<file path="src/rtl/speed_meas_pkg.sv">
`default_nettype none
// ============================================================================
//  Module      : speed_meas_pkg
//  Description : Shared types and constants for the hall-sensor speed
//                measurement controller: FSM state encoding, default counter
//                width and the minimum gate window length.
//  Revision    : 1.0 - initial release
// ============================================================================
package speed_meas_pkg;

    // Measurement FSM states
    typedef enum logic [1:0] {
        IDLE  = 2'd0,
        ARM   = 2'd1,
        COUNT = 2'd2,
        LATCH = 2'd3
    } state_t;

    // Default width of gate timer, edge counter and result
    localparam int CNT_W_DEF = 32;

    // Shortest gate window; smaller requests are rounded up to this
    localparam int MIN_GATE = 2;

endpackage : speed_meas_pkg
`default_nettype wire

</file>
<file path="src/rtl/hall_edge_counter.sv">
`default_nettype none
// ============================================================================
//  Module      : hall_edge_counter
//  Description : Synchronizes the raw hall-sensor signal into the clk domain,
//                detects rising edges and counts them in a saturating counter
//                with synchronous clear and count enable.
//  Revision    : 1.0 - initial release
//
//  Ports
//    clk       in   system clock
//    rst       in   synchronous active-high reset
//    i_signal  in   raw sensor input, asynchronous to clk
//    i_clr     in   clear the counter (priority over i_en)
//    i_en      in   count detected rising edges while high
//    o_count   out  current edge count, saturates at all-ones
// ============================================================================
module hall_edge_counter #(
    parameter int CNT_W = 32
) (
    input  logic             clk,
    input  logic             rst,
    input  logic             i_signal,
    input  logic             i_clr,
    input  logic             i_en,
    output logic [CNT_W-1:0] o_count
);

    logic             r_sync1;
    logic             r_sync2;
    logic             r_sync3;
    logic [CNT_W-1:0] r_count;
    logic             w_rise;

    // r_sync1/r_sync2 form the metastability synchronizer; r_sync3 is the
    // one-cycle delayed copy used only for edge detection.
    assign w_rise = r_sync2 & ~r_sync3;

    always_ff @(posedge clk) begin
        if (rst) begin
            r_sync1 <= 1'b0;
            r_sync2 <= 1'b0;
            r_sync3 <= 1'b0;
            r_count <= '0;
        end else begin
            r_sync1 <= i_signal;
            r_sync2 <= r_sync1;
            r_sync3 <= r_sync2;
            if (i_clr) begin
                r_count <= '0;
            end else if (i_en && w_rise && (r_count != {CNT_W{1'b1}})) begin
                r_count <= r_count + 1'b1;
            end
        end
    end

    assign o_count = r_count;

endmodule : hall_edge_counter
`default_nettype wire

</file>
<file path="src/rtl/speed_meas_ctrl.sv">
`default_nettype none
// ============================================================================
//  Module      : speed_meas_ctrl
//  Description : Hall-sensor speed measurement controller. Counts rising
//                edges of the sensor signal over a programmable gate window,
//                single-shot or back-to-back, and presents the result with a
//                valid/ack handshake, a sticky overrun flag and an optional
//                motor-stall detector.
//  Revision    : 1.0 - initial release
//
//  Build option
//    SPEED_MEAS_STALL_EN  when defined, stall is raised after STALL_WINDOWS
//                         consecutive zero-edge windows; otherwise stall is 0.
//
//  Ports
//    clk          in   system clock (rising edge)
//    reset        in   synchronous active-high reset
//    signal       in   raw hall-sensor output, asynchronous
//    start        in   single-cycle measurement request (ignored when busy)
//    continuous   in   repeat windows back-to-back while high
//    gate_cycles  in   window length in clk cycles, sampled in ARM
//    edge_count   out  edge count of the last completed window
//    count_valid  out  edge_count holds unacknowledged data
//    count_ack    in   consumer acknowledge of count_valid
//    busy         out  controller is not IDLE
//    overrun      out  sticky: a result was overwritten before ack
//    stall        out  motor-stall flag
// ============================================================================
module speed_meas_ctrl
    import speed_meas_pkg::*;
#(
    parameter int CLK_HZ        = 100_000_000,
    parameter int CNT_W         = CNT_W_DEF,
    parameter int STALL_WINDOWS = 4
) (
    input  logic             clk,
    input  logic             reset,
    input  logic             signal,
    input  logic             start,
    input  logic             continuous,
    input  logic [CNT_W-1:0] gate_cycles,
    output logic [CNT_W-1:0] edge_count,
    output logic             count_valid,
    input  logic             count_ack,
    output logic             busy,
    output logic             overrun,
    output logic             stall
);

    // Elaboration-time parameter sanity checks
    if (CLK_HZ <= 0) begin : g_bad_clk_hz
        $error("speed_meas_ctrl: CLK_HZ must be positive");
    end
    if (CNT_W < 2) begin : g_bad_cnt_w
        $error("speed_meas_ctrl: CNT_W must be at least 2");
    end
    if (STALL_WINDOWS < 1) begin : g_bad_stall_windows
        $error("speed_meas_ctrl: STALL_WINDOWS must be at least 1");
    end

    localparam logic [CNT_W-1:0] c_MIN_GATE = CNT_W'(MIN_GATE);

    state_t           r_state;
    state_t           w_state_nxt;
    logic [CNT_W-1:0] r_timer;
    logic [CNT_W-1:0] r_gate_len;
    logic [CNT_W-1:0] r_edge_count;
    logic             r_count_valid;
    logic             r_overrun;
    logic [CNT_W-1:0] w_gate_len;
    logic [CNT_W-1:0] w_cnt;
    logic             w_gate_done;
    logic             w_clr;
    logic             w_en;
    logic             w_latch;
    logic             w_begin;

    // ------------------------------------------------------------------
    // Edge synchronizer / counter
    // ------------------------------------------------------------------
    hall_edge_counter #(
        .CNT_W (CNT_W)
    ) u_edge_cnt (
        .clk      (clk),
        .rst      (reset),
        .i_signal (signal),
        .i_clr    (w_clr),
        .i_en     (w_en),
        .o_count  (w_cnt)
    );

    // ------------------------------------------------------------------
    // FSM
    // ------------------------------------------------------------------
    always_ff @(posedge clk) begin
        if (reset) begin
            r_state <= IDLE;
        end else begin
            r_state <= w_state_nxt;
        end
    end

    assign w_gate_done = (r_timer == (r_gate_len - CNT_W'(1)));

    always_comb begin
        w_state_nxt = r_state;
        w_clr       = 1'b0;
        w_en        = 1'b0;
        w_latch     = 1'b0;
        w_begin     = 1'b0;
        case (r_state)
            IDLE: begin
                if (start) begin
                    w_state_nxt = ARM;
                    w_begin     = 1'b1;
                end
            end
            ARM: begin
                w_clr       = 1'b1;
                w_state_nxt = COUNT;
            end
            COUNT: begin
                // Enabled through the final cycle so an edge there is counted
                w_en = 1'b1;
                if (w_gate_done) begin
                    w_state_nxt = LATCH;
                end
            end
            LATCH: begin
                w_latch     = 1'b1;
                w_state_nxt = continuous ? ARM : IDLE;
            end
            default: begin
                w_state_nxt = IDLE;
            end
        endcase
    end

    // ------------------------------------------------------------------
    // Gate timer; window length is clamped to MIN_GATE when sampled
    // ------------------------------------------------------------------
    assign w_gate_len = (gate_cycles < c_MIN_GATE) ? c_MIN_GATE : gate_cycles;

    always_ff @(posedge clk) begin
        if (reset) begin
            r_timer    <= '0;
            r_gate_len <= '0;
        end else if (r_state == ARM) begin
            r_timer    <= '0;
            r_gate_len <= w_gate_len;
        end else if (r_state == COUNT) begin
            r_timer <= r_timer + 1'b1;
        end
    end

    // ------------------------------------------------------------------
    // Result register and handshake. A LATCH update always leaves data
    // valid; an ack in the same cycle is consumed by the old data, so it
    // neither clears valid nor counts as an overwrite.
    // ------------------------------------------------------------------
    always_ff @(posedge clk) begin
        if (reset) begin
            r_edge_count  <= '0;
            r_count_valid <= 1'b0;
            r_overrun     <= 1'b0;
        end else begin
            if (w_latch) begin
                r_edge_count  <= w_cnt;
                r_count_valid <= 1'b1;
                if (r_count_valid && !count_ack) begin
                    r_overrun <= 1'b1;
                end
            end else if (r_count_valid && count_ack) begin
                r_count_valid <= 1'b0;
            end
            if (w_begin) begin
                r_overrun <= 1'b0;
            end
        end
    end

    assign edge_count  = r_edge_count;
    assign count_valid = r_count_valid;
    assign overrun     = r_overrun;
    assign busy        = (r_state != IDLE);

    // ------------------------------------------------------------------
    // Stall detector
    // ------------------------------------------------------------------
`ifdef SPEED_MEAS_STALL_EN
    localparam int               c_ZW    = $clog2(STALL_WINDOWS + 1);
    localparam logic [c_ZW-1:0]  c_ZMAX  = c_ZW'(STALL_WINDOWS);
    localparam logic [c_ZW-1:0]  c_ZTRIP = c_ZW'(STALL_WINDOWS - 1);

    logic [c_ZW-1:0] r_zero_win;
    logic            r_stall;

    // r_zero_win counts completed zero-edge windows; stall trips when the
    // window now completing is the STALL_WINDOWS-th in a row.
    always_ff @(posedge clk) begin
        if (reset) begin
            r_zero_win <= '0;
            r_stall    <= 1'b0;
        end else if (w_begin) begin
            r_zero_win <= '0;
            r_stall    <= 1'b0;
        end else if (w_latch) begin
            if (w_cnt == '0) begin
                if (r_zero_win != c_ZMAX) begin
                    r_zero_win <= r_zero_win + 1'b1;
                end
                if (r_zero_win >= c_ZTRIP) begin
                    r_stall <= 1'b1;
                end
            end else begin
                r_zero_win <= '0;
                r_stall    <= 1'b0;
            end
        end
    end

    assign stall = r_stall;
`else
    assign stall = 1'b0;
`endif

endmodule : speed_meas_ctrl
`default_nettype wire
</file>
<file path="config.mk">
export PLATFORM = sky130hd
export DESIGN_NAME = speed_meas_ctrl
export DESIGN_NICKNAME = d
export VERILOG_FILES = /design/src/rtl/speed_meas_pkg.sv /design/src/rtl/hall_edge_counter.sv /design/src/rtl/speed_meas_ctrl.sv
export SDC_FILE = /design/constraint.sdc
export NUM_CORES = 1
export LEC_CHECK = 0
export CORE_UTILIZATION = 40
export DETAILED_ROUTE_END_ITERATION = 12
export REMOVE_ABC_BUFFERS = 1
export SLEW_MARGIN = 20
export SYNTH_ARGS = -nofsm -noshare
export SYNTH_HDL_FRONTEND = slang
export SYNTH_SLANG_ARGS = --single-unit
</file>
<file path="constraint.sdc">
create_clock -name clk -period 4 [get_ports clk]
set_input_delay 0.8 -clock clk [delete_from_list [all_inputs] [get_ports clk]]
set_output_delay 0.8 -clock clk [all_outputs]
set_load 0.1 [all_outputs]
</file>
==> results of run 1 <==
-- how the worst min path moves through the flow --
stage	startpoint	end	slack, ns	depth (start not counted)
after global routing	u_edge_cnt.r_sync1$_SDFF_PP0_	u_edge_cnt.r_sync2$_SDFF_PP0_	0.48	1
after detailed placement	u_edge_cnt.r_sync1$_SDFF_PP0_	u_edge_cnt.r_sync2$_SDFF_PP0_	0.43	1
after CTS	u_edge_cnt.r_sync1$_SDFF_PP0_	u_edge_cnt.r_sync2$_SDFF_PP0_	0.44	1
after floorplan	u_edge_cnt.r_sync1$_SDFF_PP0_	u_edge_cnt.r_sync2$_SDFF_PP0_	0.41	1
after global placement	u_edge_cnt.r_sync1$_SDFF_PP0_	u_edge_cnt.r_sync2$_SDFF_PP0_	0.43	1
final	u_edge_cnt.r_sync1$_SDFF_PP0_	u_edge_cnt.r_sync2$_SDFF_PP0_	0.44	1
-- flip-flops by register name, summed over array words and instances, names as in the netlist --
name,count
u_edge_cnt.r_sync1,1
u_edge_cnt.o_count,32
r_state,2
overrun,1
u_edge_cnt.r_sync3,1
edge_count,32
count_valid,1
u_edge_cnt.r_sync2,1
r_timer,32
r_gate_len,32
-- power breakdown --
| group | internal, mW | switching (mW) |
|---|---|---|
| combinational | 0.624 | 0.861 |
| clock | 0.812 | 0.611 |
| sequential | 1.45 | 0.173 |
-- through the flow --
stage,total power [mW],setup WS (ns),utilization [%],cell area (sq um),hold slack (ns)
6_report,4.53,0.770,50.7,7800,0.444
5_1_grt,4.80,0.561,50.7,7800,0.476
4_1_cts,4.57,0.788,50.7,7790,0.444
3_5_place_dp,3.13,0.836,47.2,7250,0.430
3_3_place_gp,3.10,0.922,47.1,7250,0.430
2_1_floorplan,2.74,1.19,-,6240,0.414
-- worst max-delay path: cells and delay by family, from the launching register on --
| family | cells | cell delay (ns) |
|---|---|---|
| AOI/OAI and AO/OA | 4 | 0.96 |
| and+or+nand+nor | 4 | 1.80 |
| DFF | 1 | 0.39 |
-- layer usage --
metal | part of all wire [%] | vias to the layer above | track usage, % | wire length (microns)
met2 | 49 | 72 | 34.1 | 7500
met1 | 45 | 2431 | 23.9 | 6920
li1 | - | 2605 | - | -
met3 | 3.1 | 24 | 5.59 | 478
met4 | 2.8 | 0 | 9.34 | 437
met5 | 0 | - | 0 | 0
-- cell type report --
cell class	instances	area share (%)
repair buffers	74	9.44
inverters	7	0.337
flip-flops and latches	135	34.7
multi-input cells	531	45.3
clock inverters	13	1.24
well taps	211	3.39
clock buffers	19	5.68
-- kinds of logic (layout without fill, tap and decap cells) --
logic type	count (synthesis)	count (layout)	synth area share, %
buffers and inverters	40	113	2.53
muxes	41	41	6.46
DFF	135	135	42.4
other	1	1	0.0588
adders and majority gates	8	8	1.57
xor gates and xnor gates	97	97	13.3
and+or+nand+nor	307	307	24.4
AOI/OAI and AO/OA	77	77	9.26
-- placed cells by master, fill, tap and decap left out, drive strengths merged, types with 2 or more instances in the layout --
cell type / Yosys / layout
dfxtp: 135 / 135
nor2: 120 / 120
clkdlybuf4s50: 0 / 72
xor2: 64 / 64
nand2: 41 / 41
mux2i: 40 / 40
xnor2: 33 / 33
a22o: 29 / 29
nand3: 29 / 29
nand4: 22 / 22
nor3: 19 / 19
clkbuf: 31 / 19
nor4: 18 / 18
o21ai: 15 / 15
and3: 11 / 11
a21oi: 11 / 11
inv: 7 / 11
or3: 8 / 8
ha: 8 / 8
and4: 6 / 6
nor2b: 6 / 6
nand2b: 5 / 5
clkinvlp: 0 / 5
o2111ai: 4 / 4
clkinv: 0 / 4
or4: 4 / 4
or2: 3 / 3
nand3b: 3 / 3
o211ai: 3 / 3
a21o: 3 / 3
nor4b: 3 / 3
and2: 2 / 2
and4b: 2 / 2
nor3b: 2 / 2
a31oi: 2 / 2
buf: 2 / 2
or4b: 2 / 2
==> impl_metrics.csv, run 1 <==
group,metric,value,unit
die,start_util,41.5,%
clock_tree,insertion_delay,0.42,ns
clock_tree,holdBufCountCts,0,
die,dieHeight,128,microns
timing,skew,0.00620,ns
synth,synth_area,6370,sq um
grt,grt-ovfl-total,0,
synth,ys_types,57,
min_path,hold_path.class,"reg -> reg",
synth,ys_seq_area_share,42.4,%
synth,synth_cells,706,
placement,dp_cells,958,
die,core,15400,sq um
cells_and_area,seqCellArea,2700,sq um
timing,rsz0062_at_grt,"no",
worst_setup_path,startpoint,"r_gate_len[7]$_SDFFE_PP0P_",
clock_tree,cts-root-buf,"clkbuf_16",
worst_setup_path,slowest_stage,"nor4_1",
clock_tree,cts_tree,"built",
placement,dp_hpwl,11.1,mm
worst_setup_path,crit_path_start_kind,"flop",
worst_setup_path,endpoint,"r_state[0]$_SDFFE_PP0P_",
synth,synth.area.top_cells,"dfxtp_1 (42%), xor2_1 (8.8%), nor2_1 (7.1%)",
cells_and_area,areaGrowthSynthToFinish,22.3,%
die,fp.dieW,128,microns
status,status,"completed",
clock_tree,clkTransAtPathRegs,0.06,ns
grt,grt_pass1_vias,5259,
worst_setup_path,cpPeakStageDelay,0.70,ns
timing,setup-tns-final,0,ns
synth,yosysMostFrequentCell,"dfxtp_1",
routing,drc,0,
cells_and_area,num_antenna_cells,0,
die,io_pins,74,
cells_and_area,fillers,1419,
routing,antenna_left,0,
clock_tree,clockBufferDepth,2,
cells_and_area,multiInputGateArea,3530,sq um
worst_setup_path,r2r_setup_slack,0.77,ns
clock_tree,cts-resized-gates,0,
worst_setup_path,cp.arrival,3.58,ns
job,drv_cap,0,
grt,antenna_found_initial,0,
routing,num_vias,5132,
synth,synth_seq_cells,135,
worst_setup_path,path_class,"reg -> reg",
worst_setup_path,rr_worst_depth,8,
timing,finalSetupViolations,0,
timing,relSlewSlack,27.6,%
routing,first_pass_iters,4,
die,dieArea,16400,sq um
synth,yosysTopAreaCell,"dfxtp_1",
synth,avgSynthCellArea,9.03,sq um
worst_setup_path,r2r-end,"r_state[0]$_SDFFE_PP0P_",
routing,drt_wl_total,15.3,mm
worst_setup_path,crit_path_cell_trace,"nor4_1 -> nand2_1 -> nor4_1 -> and4b_1 -> o2111ai_2 -> o41ai_4 -> o211ai_1 -> a21oi_1",
routing,viasPerCell,5.18,
synth,synth-edff-count,0,
clock_tree,numCtsBuffers,17,
worst_setup_path,crit_top_cell,"nor4_1",
die,rows,45,
placement,portBuffers,72,
cells_and_area,layout-drive-gt1-share,6.55,%
timing,finalHoldViolations,0,
worst_setup_path,worstPathRequired,4.35,ns
clock_tree,post_cts_buffers,0,
synth,synthTopCellsByCount,"dfxtp_1 (135), nor2_1 (120), xor2_1 (64), mux2i_1 (40), nand2_1 (40)",
timing,fmax,310,MHz
routing,drt_iter0_drc,258,
placement,gp_congestion,0.825,
timing,slew_violations,0,
grt,grt_usage,20.3,%
timing,min_period_over_period,80.7,%
power,power.density,581,nW/um^2
clock_tree,cts_max_level,4,
synth,synthArstFlopShare,0,%
routing,wl_per_cell,15.5,microns
worst_setup_path,cp-end-kind,"flop",
worst_setup_path,critical_path.reg2reg.startpoint,"r_gate_len[7]$_SDFFE_PP0P_",
timing,fin_crit,3.23,ns
grt,grt_pass1_wl,26.0,mm
synth,yosys_warnings,0,
power,vdd_drop_max,0.340,mV
cells_and_area,final_nets,812,
cells_and_area,layout.cells.non_filler,990,
synth,synth_flop_cell,"dfxtp_1",
grt,grt_max_degree,42,
worst_setup_path,worst-path-max-fanout,9,
timing,worst_slew_pin_slew,1.09,ns
synth,synth_top_area_share,42.4,%
power,leakagePower,2.79,nW
clock_tree,cts_num_sinks,135,
Note: power is estimated with default switching activity, not from simulation.
==> run 2, diff against run 1 <==
==> constraint.sdc (replaced) <==
create_clock -name clk -period 3.2 [get_ports clk]
set_input_delay 0.64 -clock clk [delete_from_list [all_inputs] [get_ports clk]]
set_output_delay 0.64 -clock clk [all_outputs]
set_load 0.1 [all_outputs]
==> run 2 against run 1 <==
Power rose by 29%. Via count is 1.9% higher. Critical path type unchanged. Critical endpoint is now r_state[1]$_SDFFE_PP0P_. First-iteration DRC count shrank 24%. Sequential share of layout area fell by 0.23 points. Combinational power increased by 37%. Final area increased by 0.72%. Final cell count is 1.6% higher. Highest routed layer unchanged. Setup slack worse by 0.66 ns.
==> impl_metrics.csv, run 2 (synthesized netlist as in run 1, its figures left out) <==
group,metric,value,unit
status,status,"completed",
timing,worst_slack,0.113,ns
die,fp.dieW,128,microns
power,power,5.83,mW
timing,worst_slew_pin_slew,0.862,ns
routing,drt_iter0_drc,195,
grt,grt_pass1_vias,5132,
power,power_frac_clock,30.9,%
clock_tree,cts_num_sinks,135,
power,p_comb_share,34.7,%
timing,timing.hold.ws,0.448,ns
power,power.internal,3.71,mW
worst_setup_path,crit_path_cell_trace,"or4_4 -> or4_4 -> nor4b_4 -> xnor2_1 -> and4b_1 -> nand4_1 -> o41ai_4 -> a21o_1 -> a21oi_1",
clock_tree,cts-root-buf,"clkbuf_16",
power,leakagePower,2.96,nW
worst_setup_path,crit_top_cell,"or4_4",
worst_setup_path,cp-end-kind,"flop",
die,core,15400,sq um
grt,grt_pass1_wl,25.8,mm
routing,drt_wl_total,15.6,mm
die,start_util,41.5,%
placement,gp_congestion,0.838,
timing,setup-tns-final,0,ns
cells_and_area,mostFrequentLayoutCell,"dfxtp_1",
routing,antenna_left,0,
placement,portBuffers,72,
clock_tree,insertion_delay,0.43,ns
clock_tree,clockBufferDepth,2,
placement,dpl_cell_area,7260,sq um
worst_setup_path,cpPeakStageDelay,0.57,ns
timing,finalSetupViolations,0,
timing,slew_violations,0,
timing,relSlewSlack,42.5,%
worst_setup_path,slowest_stage,"or4_4",
grt,antenna_found_initial,0,
clock_tree,cts_tree,"built",
min_path,hold_path.class,"reg -> reg",
grt,grt_max_degree,45,
clock_tree,cts_max_level,4,
worst_setup_path,cp.arrival,3.38,ns
power,vdd_drop_max,0.458,mV
die,io_pins,74,
cells_and_area,layout-drive-gt1-share,13.2,%
cells_and_area,final_nets,828,
clock_tree,numCtsBuffers,17,
grt,grt-ovfl-total,0,
timing,rsz0062_at_grt,"yes",
die,rows,45,
die,dieArea,16400,sq um
cells_and_area,areaGrowthSynthToFinish,23.2,%
routing,first_pass_iters,6,
power,sequentialPowerShare,34.4,%
timing,fin_crit,3.09,ns
routing,num_vias,5232,
timing,finalHoldViolations,0,
worst_setup_path,crit_path_start_kind,"flop",
placement,place_worst_setup_slack,0.230,ns
grt,grt_usage,20.3,%
power,power.density,743,nW/um^2
die,dieHeight,128,microns
cells_and_area,most-common-layout-cells,"dfxtp_1 (134), nor2_1 (118), xor2_1 (64)",
clock_tree,clkTransAtPathRegs,0.06,ns
job,drv_cap,0,
routing,viasPerCell,5.20,
min_path,hold_depth,1,
timing,fmax,324,MHz
cells_and_area,num_antenna_cells,0,
power,p_switching,2.12,mW
worst_setup_path,path_class,"reg -> reg",
cells_and_area,stdcell_area,7850,sq um
worst_setup_path,worst-path-max-fanout,5,
timing,min_period_over_period,96.5,%
timing,skew,0.00805,ns
routing,drc,0,
power,switching_share,36.4,%
worst_setup_path,worstPathRequired,3.49,ns
placement,dp_hpwl,11.5,mm
worst_setup_path,rr_worst_depth,9,
routing,wl_per_cell,15.5,microns
run 2: power by group through the flow:
stage	combinational, mW	clock, mW	sequential [mW]
after floorplan	1.43	0	1.99
after global placement	1.95	0	2.03
after detailed placement	1.96	0	2.04
after CTS	1.97	1.85	2.00
after global routing	2.22	1.92	2.02
final	2.03	1.80	2.00
run 2: area by class of cell:
class	count	area, sq um
Clock inverter	14	113
Multi-Input combinational cell	531	3540
Clock buffer	18	439
Fill cell	1442	7520
Inverter	7	26.3
Tap cell	211	264
Timing Repair Buffer	90	768
Sequential cell	135	2700
run 2: layer usage:
metal  routed length (microns)  track usage (%)  up-vias
met5                         0                0        -
met4                       209             7.34        0
met3                       606             4.80       21
met2                      7860             36.3       83
met1                      6900             23.5     2480
li1                          -                -     2648
run 2: final timing paths:
check                           startpoint                            end  slack, ns
min          u_edge_cnt.r_sync1$_SDFF_PP0_  u_edge_cnt.r_sync2$_SDFF_PP0_       0.45
min reg2reg  u_edge_cnt.r_sync1$_SDFF_PP0_  u_edge_cnt.r_sync2$_SDFF_PP0_       0.45
max             r_gate_len[4]$_SDFFE_PP0P_        r_state[1]$_SDFFE_PP0P_       0.11
max reg2reg     r_gate_len[4]$_SDFFE_PP0P_        r_state[1]$_SDFFE_PP0P_       0.11
run 2: critical path, delay by kind of cell, from the launching register on:
kind            cells  cell delay (ns)
compound gates      3             0.70
xor+xnor            1             0.15
flops               1             0.35
simple gates        5             1.74
run 2: timing repair:
item / in CTS / in global routing
gates resized for setup: 0 / 3
buffers inserted: 0 / 2
hold buffers: 0 / 0
endpoints found under the setup margin: 0 / 2
run 2: through the flow:
stage	utilization, %	std cells
after global placement	47.3	972
after detailed placement	47.3	972
final	51.1	1006
after global routing	51.1	1006
after floorplan	-	673
after CTS	50.9	1004
==> run 3, diff against run 2 <==
--- a/config.mk
+++ b/config.mk
@@ -7,6 +7,7 @@
 export LEC_CHECK = 0
 export CORE_UTILIZATION = 40
 export DETAILED_ROUTE_END_ITERATION = 12
+export DONT_BUFFER_PORTS = 1
 export REMOVE_ABC_BUFFERS = 1
 export SLEW_MARGIN = 20
 export SYNTH_ARGS = -nofsm -noshare
==> run 3 against run 2 <==
Clock skew decreased by 0.0020 ns. Utilization decreased by 3.8 points. Final area decreased by 7.4%. Highest routed layer unchanged. Power increased by 1.7%. Die area unchanged. Register-to-register slack improved by 0.08 ns. Sequential share of layout area increased by 2.7 points. Largest power group is now the clock network.
==> impl_metrics.csv, run 3 (synthesized netlist as in run 1, its figures left out) <==
group,metric,value,unit
status,status,"completed",
power,power.density,816,nW/um^2
die,dieHeight,128,microns
timing,min_period_over_period,94.1,%
clock_tree,cts-root-buf,"clkbuf_16",
cells_and_area,num_antenna_cells,0,
die,fp.dieW,128,microns
routing,wl_met1,6.43,mm
timing,skew,0.00607,ns
clock_tree,cts-resized-gates,0,
die,dieArea,16400,sq um
grt,grt_pass1_wl,24.3,mm
routing,wl_per_cell,16.0,microns
min_path,hold_path.class,"in -> reg",
cells_and_area,layout-drive-gt1-share,9.41,%
routing,antenna_left,0,
worst_setup_path,path_class,"reg -> reg",
timing,worst_slew_pin_slew,1.00,ns
cells_and_area,fillers,1439,
grt,antenna_found_initial,0,
die,start_util,41.5,%
routing,drt_wl_total,15.0,mm
routing,drt_iter0_drc,205,
grt,grt_usage,19.1,%
grt,grt_pass1_vias,4862,
power,vdd_drop_max,0.414,mV
placement,dp_hpwl,11.0,mm
timing,finalHoldViolations,0,
worst_setup_path,critPathTopFamily,"simple AND/OR/NAND/NOR gates",
worst_setup_path,worstPathRequired,3.55,ns
worst_setup_path,slowest_stage,"or4_1",
job,drv_cap,0,
grt,grt_max_degree,50,
cells_and_area,areaGrowthSynthToFinish,14.1,%
clock_tree,cts_max_level,4,
clock_tree,cts_num_sinks,135,
placement,gp_congestion,0.870,
timing,finalSetupViolations,0,
worst_setup_path,cp_num_buf_inv,0,
routing,top_layer,"met4",
routing,num_vias,4931,
clock_tree,clockBufferDepth,2,
routing,dr_wl_met2,7.44,mm
routing,first_pass_iters,4,
die,io_pins,74,
clock_tree,cts_tree,"built",
clock_tree,insertion_delay,0.42,ns
cells_and_area,layout.cells.non_filler,934,
cells_and_area,final_nets,756,
die,core,15400,sq um
placement,dp_cells,902,
timing,timing.hold.ws,0.280,ns
timing,rsz0062_at_grt,"no",
die,rows,45,
clock_tree,numCtsBuffers,17,
cells_and_area,mostFrequentLayoutCell,"dfxtp_1",
power,leakagePower,2.65,nW
worst_setup_path,worst-path-max-fanout,5,
routing,wl_met3,659,microns
grt,grt-ovfl-total,0,
timing,fmax,332,MHz
worst_setup_path,cpPeakStageDelay,0.60,ns
placement,portBuffers,0,
clock_tree,clkTransAtPathRegs,0.06,ns
routing,viasPerCell,5.28,
clock_tree,post_cts_buffers,0,
clock_tree,holdBufCountCts,0,
worst_setup_path,cp.arrival,3.36,ns
worst_setup_path,cp-end-kind,"flop",
worst_setup_path,crit_path_cell_trace,"or4_1 -> nand2b_1 -> nor4_1 -> and4b_1 -> o2111ai_2 -> o41ai_4 -> o211ai_1 -> a21oi_1",
power,power,5.94,mW
cells_and_area,most-common-layout-cells,"dfxtp_1 (135), nor2_1 (118), xor2_1 (64)",
timing,setup-tns-final,0,ns
timing,fin_crit,3.01,ns
timing,slew_violations,0,
timing,relSlewSlack,33.2,%
worst_setup_path,crit_path_start_kind,"flop",
routing,drc,0,
## run 3: cell type report
class                           instances  area [sq um]  share of cell area (%)
Clock inverter                         11           145                    2.00
Multi-Input combinational cell        531          3520                    48.4
Inverter                                7          26.3                   0.361
Sequential cell                       135          2700                    37.2
Timing Repair Buffer                   18           135                    1.86
Clock buffer                           21           480                    6.61
Tap cell                              211           264                    3.63
## run 3: path summary, 6_finish.rpt
kind                                 start                       endpoint  slack (ns)  depth (start not counted)
max            r_gate_len[17]$_SDFFE_PP0P_        r_state[0]$_SDFFE_PP0P_        0.19                          8
min                                  reset    edge_count[26]$_SDFFE_PP0P_        0.28                          1
max reg2reg    r_gate_len[17]$_SDFFE_PP0P_        r_state[0]$_SDFFE_PP0P_        0.19                          8
min reg2reg  u_edge_cnt.r_sync1$_SDFF_PP0_  u_edge_cnt.r_sync2$_SDFF_PP0_        0.45                          1
## run 3: where the power goes
| part | internal [mW] | switching (mW) | leakage (nW) | total, mW |
|---|---|---|---|---|
| clock network | 1.31 | 0.730 | 0.301 | 2.04 |
| registers | 1.81 | 0.215 | 1.09 | 2.02 |
| logic | 0.796 | 1.08 | 1.26 | 1.87 |
| total | 3.91 | 2.02 | 2.65 | 5.94 |
## run 3: per-layer routing
layer  track usage [%]  up-vias
li1                  -     2493
met1              21.8     2316
met2              32.9       92
met3              4.59       30
met4              10.4        0
met5                 0        -
## run 3: stage by stage
| stage | utilization [%] | area (sq um) | worst slack (ns) |
|---|---|---|---|
| 6_report | 47.3 | 7270 | 0.190 |
| 5_1_grt | 47.3 | 7270 | 0.0468 |
| 4_1_cts | 47.3 | 7270 | 0.218 |
| 3_5_place_dp | 43.2 | 6650 | 0.240 |
| 3_3_place_gp | 43.2 | 6650 | 0.296 |
| 2_1_floorplan | - | 6240 | 0.393 |
